$ cat src/rtl/load_store_unit.sv
// Multi-cycle load/store unit: decodes one access at a time, steers byte lanes
// to a word-addressed RAM over req/gnt/rvalid, and extends load data.
module load_store_unit #(
  parameter int DATA_WIDTH        = 32,
  parameter int RAM_ADDRESS_WIDTH = 18,
  parameter int TIMEOUT           = 255
) (
  input  logic                         clk,
  input  logic                         rst,
  input  logic                         req_valid,
  output logic                         req_ready,
  input  logic                         req_we,
  input  logic [2:0]                   req_funct3,
  input  logic [DATA_WIDTH-1:0]        req_addr,
  input  logic [DATA_WIDTH-1:0]        req_wdata,
  output logic                         resp_valid,
  output logic [DATA_WIDTH-1:0]        resp_rdata,
  output logic                         resp_err,
  output logic                         stall,
  output logic                         mem_req,
  output logic                         mem_we,
  output logic [RAM_ADDRESS_WIDTH-3:0] mem_addr,
  output logic [3:0]                   mem_be,
  output logic [DATA_WIDTH-1:0]        mem_wdata,
  input  logic                         mem_gnt,
  input  logic                         mem_rvalid,
  input  logic [DATA_WIDTH-1:0]        mem_rdata
);

  localparam int CW = $clog2(TIMEOUT + 1);

  typedef enum logic [1:0] {IDLE, ISSUE, WAIT, RESP} state_t;

  state_t                       state_q, state_d;
  logic                         we_q, we_d;
  logic [2:0]                   f3_q, f3_d;
  logic [RAM_ADDRESS_WIDTH-1:0] addr_q, addr_d;
  logic [DATA_WIDTH-1:0]        wdata_q, wdata_d;
  logic [3:0]                   be_q, be_d;
  logic [CW-1:0]                cnt_q, cnt_d;
  logic [DATA_WIDTH-1:0]        rdata_q, rdata_d;
  logic                         err_q, err_d;

  logic                  dec_err;
  logic [3:0]            dec_be;
  logic [DATA_WIDTH-1:0] dec_wdata;
  logic [DATA_WIDTH-1:0] ld_data;
  logic [7:0]            ld_byte;
  logic [15:0]           ld_half;
  logic                  timeout_hit;

  // Request decode: range, funct3 legality, alignment and store lane steering.
  always_comb begin
    dec_err = |req_addr[DATA_WIDTH-1:RAM_ADDRESS_WIDTH];
    if (req_we) begin
      if (req_funct3 > 3'b010) dec_err = 1'b1;
    end else if (req_funct3[1:0] == 2'b11 || req_funct3 == 3'b110) begin
      dec_err = 1'b1;
    end
    if (req_funct3[1:0] == 2'b01 && req_addr[0]) dec_err = 1'b1;
    if (req_funct3[1:0] == 2'b10 && req_addr[1:0] != 2'b00) dec_err = 1'b1;
    case (req_funct3[1:0])
      2'b00: begin
        dec_be    = 4'b0001 << req_addr[1:0];
        dec_wdata = {(DATA_WIDTH/8){req_wdata[7:0]}};
      end
      2'b01: begin
        dec_be    = req_addr[1] ? 4'b1100 : 4'b0011;
        dec_wdata = {(DATA_WIDTH/16){req_wdata[15:0]}};
      end
      default: begin
        dec_be    = 4'b1111;
        dec_wdata = req_wdata;
      end
    endcase
  end

  always_comb begin
    ld_byte = mem_rdata[{addr_q[1:0], 3'b000} +: 8];
    ld_half = mem_rdata[{addr_q[1], 4'b0000} +: 16];
    case (f3_q)
      3'b000:  ld_data = {{(DATA_WIDTH-8){ld_byte[7]}}, ld_byte};
      3'b100:  ld_data = {{(DATA_WIDTH-8){1'b0}}, ld_byte};
      3'b001:  ld_data = {{(DATA_WIDTH-16){ld_half[15]}}, ld_half};
      3'b101:  ld_data = {{(DATA_WIDTH-16){1'b0}}, ld_half};
      default: ld_data = mem_rdata;
    endcase
  end

  // Counter value during the last permitted ISSUE/WAIT cycle; completion in
  // that cycle still takes priority over the abort.
  assign timeout_hit = (cnt_q >= CW'(TIMEOUT - 1));

  always_comb begin
    state_d = state_q;
    we_d    = we_q;
    f3_d    = f3_q;
    addr_d  = addr_q;
    wdata_d = wdata_q;
    be_d    = be_q;
    cnt_d   = cnt_q;
    rdata_d = rdata_q;
    err_d   = err_q;
    if (state_q == ISSUE || state_q == WAIT) begin
      if (cnt_q != CW'(TIMEOUT)) cnt_d = cnt_q + 1'b1;
    end
    case (state_q)
      IDLE: begin
        if (req_valid) begin
          we_d    = req_we;
          f3_d    = req_funct3;
          addr_d  = req_addr[RAM_ADDRESS_WIDTH-1:0];
          wdata_d = dec_wdata;
          be_d    = dec_be;
          cnt_d   = '0;
          rdata_d = '0;
          err_d   = dec_err;
          state_d = dec_err ? RESP : ISSUE;
        end
      end
      ISSUE: begin
        if (mem_gnt) begin
          state_d = we_q ? RESP : WAIT;
        end else if (timeout_hit) begin
          err_d   = 1'b1;
          state_d = RESP;
        end
      end
      WAIT: begin
        if (mem_rvalid) begin
          rdata_d = ld_data;
          state_d = RESP;
        end else if (timeout_hit) begin
          err_d   = 1'b1;
          state_d = RESP;
        end
      end
      default: state_d = IDLE;
    endcase
  end

  always_ff @(posedge clk or posedge rst) begin
    if (rst) begin
      state_q <= IDLE;
      we_q    <= 1'b0;
      f3_q    <= '0;
      addr_q  <= '0;
      wdata_q <= '0;
      be_q    <= '0;
      cnt_q   <= '0;
      rdata_q <= '0;
      err_q   <= 1'b0;
    end else begin
      state_q <= state_d;
      we_q    <= we_d;
      f3_q    <= f3_d;
      addr_q  <= addr_d;
      wdata_q <= wdata_d;
      be_q    <= be_d;
      cnt_q   <= cnt_d;
      rdata_q <= rdata_d;
      err_q   <= err_d;
    end
  end

  always_comb begin
    req_ready  = (state_q == IDLE);
    stall      = ~req_ready;
    mem_req    = (state_q == ISSUE);
    mem_we     = mem_req & we_q;
    mem_be     = mem_req ? be_q : 4'b0000;
    mem_addr   = addr_q[RAM_ADDRESS_WIDTH-1:2];
    mem_wdata  = wdata_q;
    resp_valid = (state_q == RESP);
    resp_err   = resp_valid & err_q;
    resp_rdata = resp_valid ? rdata_q : '0;
  end

endmodule

$ cat config.mk
export PLATFORM = sky130hd
export DESIGN_NAME = load_store_unit
export DESIGN_NICKNAME = d
export VERILOG_FILES = /design/src/rtl/load_store_unit.sv
export SDC_FILE = /design/constraint.sdc
export NUM_CORES = 1
export LEC_CHECK = 0
export CORE_ASPECT_RATIO = 1.25
export CORE_MARGIN = 5
export CORE_UTILIZATION = 49
export CTS_CLUSTER_DIAMETER = 40
export DETAILED_ROUTE_END_ITERATION = 10
export GPL_TIMING_DRIVEN = 0
export PLACE_DENSITY_LB_ADDON = 0.12
export SLEW_MARGIN = 10
export SYNTH_ARGS = -nofsm -noshare
export SYNTH_HDL_FRONTEND = slang
export SYNTH_SLANG_ARGS = --single-unit
$ cat constraint.sdc
create_clock -name clk -period 10.55 [get_ports clk]
set_input_delay 3.165 -clock clk [delete_from_list [all_inputs] [get_ports clk]]
set_output_delay 3.165 -clock clk [all_outputs]
set_load 0.03 [all_outputs]
==> results.ini, run 1 <==
[run_status]
outcome = finished, final reports clean

[cts]
clock_sinks = 101
clk_latency_ns = 0.35
clockBufferDepth = 2
clk_pin_slew_worst_paths_ns = 0.07
ctsHtreeMaxLevel = 3
clockRootBuffer = clkbuf_16
cts_buffers = 9
cts_hold_buf = 0
ctsResizeCount = 0
cts_tree = yes
cts_setup_buffers = 0

[layout]
antenna_cells = 0
area_growth_pct = 45.3
nNetsFinal = 899
drive_gt1_frac = 0.0770
final_cells = 924

[power_and_ir_drop]
power_uw = 2140
peakVddDrop_mv = 0.135
p_leak_uw = 0.00345
cellPowerDensity_nw_per_um2 = 273

[place]
place.port_buffers = 193
dpl.hpwl_mm = 12.8
placed_cells = 908
finalWeightedCongestion = 0.879
pre_cts_ws_ns = 5.17

[synth]
synth-simple-area-share = 0.212
yosysTopAreaCell = dfrtp_1
ys_ff_latch = 101
synth_fa_ha_area_frac = 0.0162
synth_top_family_by_area = simple AND/OR/NAND/NOR gates
synth_compound_area_frac = 0.160
syn_avg_cell_area_um2 = 9.27
syn_area_um2 = 5400
synthMuxAreaShare = 0.0693
async_reset_ff_frac = 1.00
synth.distinct_cells = 49
synth_xor_area_frac = 0.00812
synth_top_cell_area_share = 0.468
syn_nets = 694
ys_warn_count = 0
synth_edf_count = 0
ys_seq_area_frac = 0.468
ys_top_cells_by_area = dfrtp_1 (47%), nand2_1 (9.3%), and2_1 (5.0%)
synth_cells = 582
ys.flop_type = dfrtp_1

[drt]
wl_mm = 16.6
post-route-drc-count = 0
dr_total_vias = 5142
avgRoutedWirePerCell_um = 18.0
firstDrtPassIters = 5
ant_nets = 0
drt_iter0_drc = 235
viasPerCell = 5.56

[global_routing]
grt_pass1_vias = 5292
grt_overflow = 0
grt_max_degree = 53
antenna_found_initial = 0
grt_first_pass_wirelength_mm = 27.0
grtUsageTotal = 0.252

[die]
initial_core_util = 0.506
coreArea_um2 = 10700
io_pins = 195
num_rows = 42
die-area_um2 = 13200
die_height_um = 127
die_w_um = 104

[sta]
tightest_slew_ns = 0.685
fin_crit_sh = 0.544
rsz0062_at_grt = false
slew_violations = 0
setup_ws_ns = 4.82
setup_viol = 0
max_freq_mhz = 174
max-slew-margin-rel = 0.543
period_minus_slack_ns = 5.73
setup-tns-final_ns = 0
final_hold_viol_count = 0
skew_ns = 0.00817

[critical_path]
crit_path_start_kind = register
worstPathArrival_ns = 2.57
criticalPathCategory = register to primary output
crit_fanout = 10
endpoint_kind = primary output
cp.required_ns = 7.39

[flow_run]
drv_cap = 0

[min_path]
hp-class = register to register

layout make-up:
type	count	area (um2)
fill	821	2830
sequential	101	2530
multi-input combinational	415	2510
timing repair buffer	194	1960
buffer	50	300
clock buffer	11	253
tap	132	165
clock inverter	5	63.8
inverter	16	62.6
cell usage after synthesis (8+ instances only):
library cell and number:
clkbuf_1 22, nor2_1 26, nand2_1 134, dfrtp_1 101, a21oi_1 22, a221o_1 20, o21ai_0 31, mux2i_1 24
inv_1 15, buf_4 16, o21ai_1 13, and2_1 43, nand2b_1 8
stage by stage:
step	utilization	cell area (um2)	hold slack (ns)
finish	0.735	7840	0.473
global route	0.735	7840	0.508
CTS	0.735	7840	0.479
detailed placement	0.705	7520	0.462
global placement	0.702	7490	0.452
floorplan	-	5400	0.441
power by group:
part           internal, uW  leakage [uW]  switching, uW
sequential              539       0.00129           98.3
combinational           490       0.00202            663
clock                   200      0.000153            153
logic make-up (layout without fill, tap and decap cells):
| kind of cell | Yosys count | in the layout |
|---|---|---|
| compound gates | 128 | 128 |
| xor+xnor | 5 | 5 |
| fa+ha+maj | 7 | 7 |
| buf+inv | 66 | 276 |
| flops | 101 | 101 |
| mux | 31 | 31 |
| simple gates | 244 | 244 |
final timing paths:
| path | endpoint | start | depth (start not counted) | slack (ns) |
|---|---|---|---|---|
| worst min-delay path | mem_wdata[1] | mem_wdata[1] | 2 | 0.47 |
| worst max register to register | rdata_q[16] | state_q[1] | 7 | 8.33 |
| worst min register to register | mem_wdata[1] | mem_wdata[1] | 2 | 0.47 |
| max in group asynchronous | rdata_q[14] | rst | 3 | 6.58 |
| worst max-delay path | resp_rdata[7] | state_q[1] | 5 | 4.82 |
| min in group asynchronous | addr_q[8] | rst | 2 | 3.28 |
worst max-delay path, stage by stage (launching register included):
cell and delay (ns):
dfrtp_1 0.46, ha_1 0.21, clkbuf_1 0.31, clkbuf_1 0.36, and2_1 0.19, clkdlybuf4s50_1 0.69
layer usage:
layer	vias to the layer above	wire (um)	global-route usage
li1	2412	-	-
met4	0	560	0.104
met1	2457	6480	0.301
met5	-	0	0
met2	235	8200	0.423
met3	38	1360	0.0772
cells in the final DEF, fill, tap and decap left out, types with 7 or more instances in the layout:
cell / count
mux2i_1: 24
o21ai_1: 13
a21oi_1: 22
clkbuf_16: 9
nand2_1: 134
o21ai_0: 31
ha_1: 7
clkbuf_1: 22
and2_1: 43
a221o_1: 20
clkdlybuf4s50_1: 193
buf_4: 16
nand2b_1: 8
dfrtp_1: 101
nor2_1: 26
nor3_1: 7
inv_1: 14
registers in the layout, summed over array words and instances (netlist names):
register / count
be_q: 4
f3_q: 3
mem_wdata: 32
err_q: 1
we_q: 1
cnt_q: 8
addr_q: 18
state_q: 2
rdata_q: 32
Note: power is estimated with default switching activity, not from simulation.
==> inputs of run 2 (changes only) <==
--- a/config.mk
+++ b/config.mk
@@ -7,7 +7,7 @@
 export LEC_CHECK = 0
 export CORE_ASPECT_RATIO = 1.25
 export CORE_MARGIN = 5
-export CORE_UTILIZATION = 49
+export CORE_UTILIZATION = 45
 export CTS_CLUSTER_DIAMETER = 40
 export DETAILED_ROUTE_END_ITERATION = 10
 export GPL_TIMING_DRIVEN = 0
==> constraint.sdc (replaced) <==
create_clock -name clk -period 5.3 [get_ports clk]
set_input_delay 1.59 -clock clk [delete_from_list [all_inputs] [get_ports clk]]
set_output_delay 1.59 -clock clk [all_outputs]
set_load 0.03 [all_outputs]
==> results.ini, run 2 (same netlist as run 1, synthesis figures left out) <==
[run_status]
outcome = finished, final reports clean

[critical_path]
crit_path_start_kind = register
cp.required_ns = 3.71
path_common_cell = clkbuf_1
criticalPathCategory = register to primary output
crit_chain = ha_1 -> clkbuf_1 -> clkbuf_1 -> and2_1 -> clkdlybuf4s50_1
cpPeakStageDelay_ns = 0.69
worstPathArrival_ns = 2.54
endpoint_kind = primary output
crit_fanout = 10
cp_slowest_cell = clkdlybuf4s50_1

[drt]
ant_nets = 0
firstDrtPassIters = 5
wl_mm = 16.5
dr_total_vias = 5032
post-route-drc-count = 0
avgRoutedWirePerCell_um = 17.4
drt_iter0_drc = 223
viasPerCell = 5.28

[layout]
antenna_cells = 0
drive_gt1_frac = 0.0770
finalCoreUtilization = 0.674
nNetsFinal = 899
final_common_cell = clkdlybuf4s50_1
layout_common_cells = clkdlybuf4s50_1 (193), nand2_1 (134), dfrtp_1 (101), and2_1 (43), o21ai_0 (31)
area_growth_pct = 45.9

[cts]
clk_pin_slew_worst_paths_ns = 0.07
cts_setup_buffers = 0
clk_latency_ns = 0.34
cts_tree = yes
ctsResizeCount = 0
cts_buffers = 9
ctsHtreeMaxLevel = 3
cts_hold_buf = 0
clockRootBuffer = clkbuf_16
clockBufferDepth = 2
clock_sinks = 101

[flow_run]
drv_cap = 0

[sta]
rsz0062_at_grt = false
skew_ns = 0.00363
max_freq_mhz = 242
max-slew-margin-rel = 0.628
fin_crit_sh = 0.779
setup_viol = 0
slew_violations = 0
setup-tns-final_ns = 0
period_minus_slack_ns = 4.13
final_hold_viol_count = 0
tightest_slew_ns = 0.557
holdWs_ns = 0.469

[power_and_ir_drop]
pwr-share-seq = 0.298
p_leak_uw = 0.00345
p_sw_frac = 0.424
power_uw = 4240
cellPowerDensity_nw_per_um2 = 538
combPwrFrac = 0.540
peakVddDrop_mv = 0.334
p_int_uw = 2440
switching_power_uw = 1800
clockPowerShare = 0.163

[global_routing]
grt_first_pass_wirelength_mm = 26.4
grt_max_degree = 66
antenna_found_initial = 0
grt_pass1_vias = 5220
grt_overflow = 0
grtUsageTotal = 0.234

[die]
die_w_um = 108
io_pins = 195
die_height_um = 132
initial_core_util = 0.462
coreArea_um2 = 11700
die-area_um2 = 14300
num_rows = 44

[min_path]
hp-class = register to register

[place]
dpl.hpwl_mm = 12.9
place.port_buffers = 193
finalWeightedCongestion = 0.917

## run 2: changes by cell type in the layout (fill, tap and decap cells not counted)
cell / previous run / this run
inv_6: 3 / 0
clkinv_4: 0 / 1
clkinv_2: 0 / 1
clkinvlp_4: 1 / 2
## run 2: critical path, delay by kind of cell (launching register included)
| kind | cells | cell delay, ns |
|---|---|---|
| adder cells (fa/ha/maj) | 1 | 0.21 |
| buffers and inverters | 3 | 1.34 |
| flip-flops | 1 | 0.45 |
| AND/OR/NAND/NOR | 1 | 0.20 |
## run 2: layout make-up
type                       count  area [um2]
fill                         974        3800
sequential                   101        2530
multi-input combinational    415        2510
timing repair buffer         194        1960
buffer                        50         300
clock buffer                  11         253
tap                          161         201
inverter                      16        62.6
clock inverter                 5        58.8
## run 2: path summary, 6_finish.rpt
kind | start | end | slack, ns | cells past startpoint
hold reg to reg | rdata_q[5] | rdata_q[5] | 0.47 | 2
max in group asynchronous | rst | be_q[0] | 2.96 | 3
hold / removal | rdata_q[5] | rdata_q[5] | 0.47 | 2
setup / recovery | state_q[1] | resp_rdata[28] | 1.17 | 5
min in group asynchronous | rst | addr_q[11] | 1.62 | 2
setup reg to reg | state_q[1] | rdata_q[16] | 3.08 | 7
## run 2: power by group through the flow
stage               sequential, uW  clock [uW]  combinational, uW
finish                        1260         689               2290
global route                  1300         741               2480
CTS                           1260         702               2310
detailed placement            1270           0               2300
global placement              1260           0               2250
floorplan                     1450           0               1260
## run 2: layer usage
layer	share of wire	GRT usage	wire, um	vias up
met1	0.39	0.277	6490	2397
met3	0.079	0.0682	1310	28
met2	0.50	0.398	8250	200
met4	0.030	0.0877	495	0
met5	0	0	0	-
li1	-	-	-	2407
## run 2: through the flow
| stage | cell area, um2 | cells | setup slack (ns) |
|---|---|---|---|
| after floorplan | 5400 | 582 | 1.06 |
| after global placement | 7530 | 936 | -0.484 |
| after detailed placement | 7560 | 937 | 1.52 |
| after CTS | 7870 | 953 | 1.13 |
| after global routing | 7870 | 953 | 1.01 |
| final | 7870 | 953 | 1.17 |
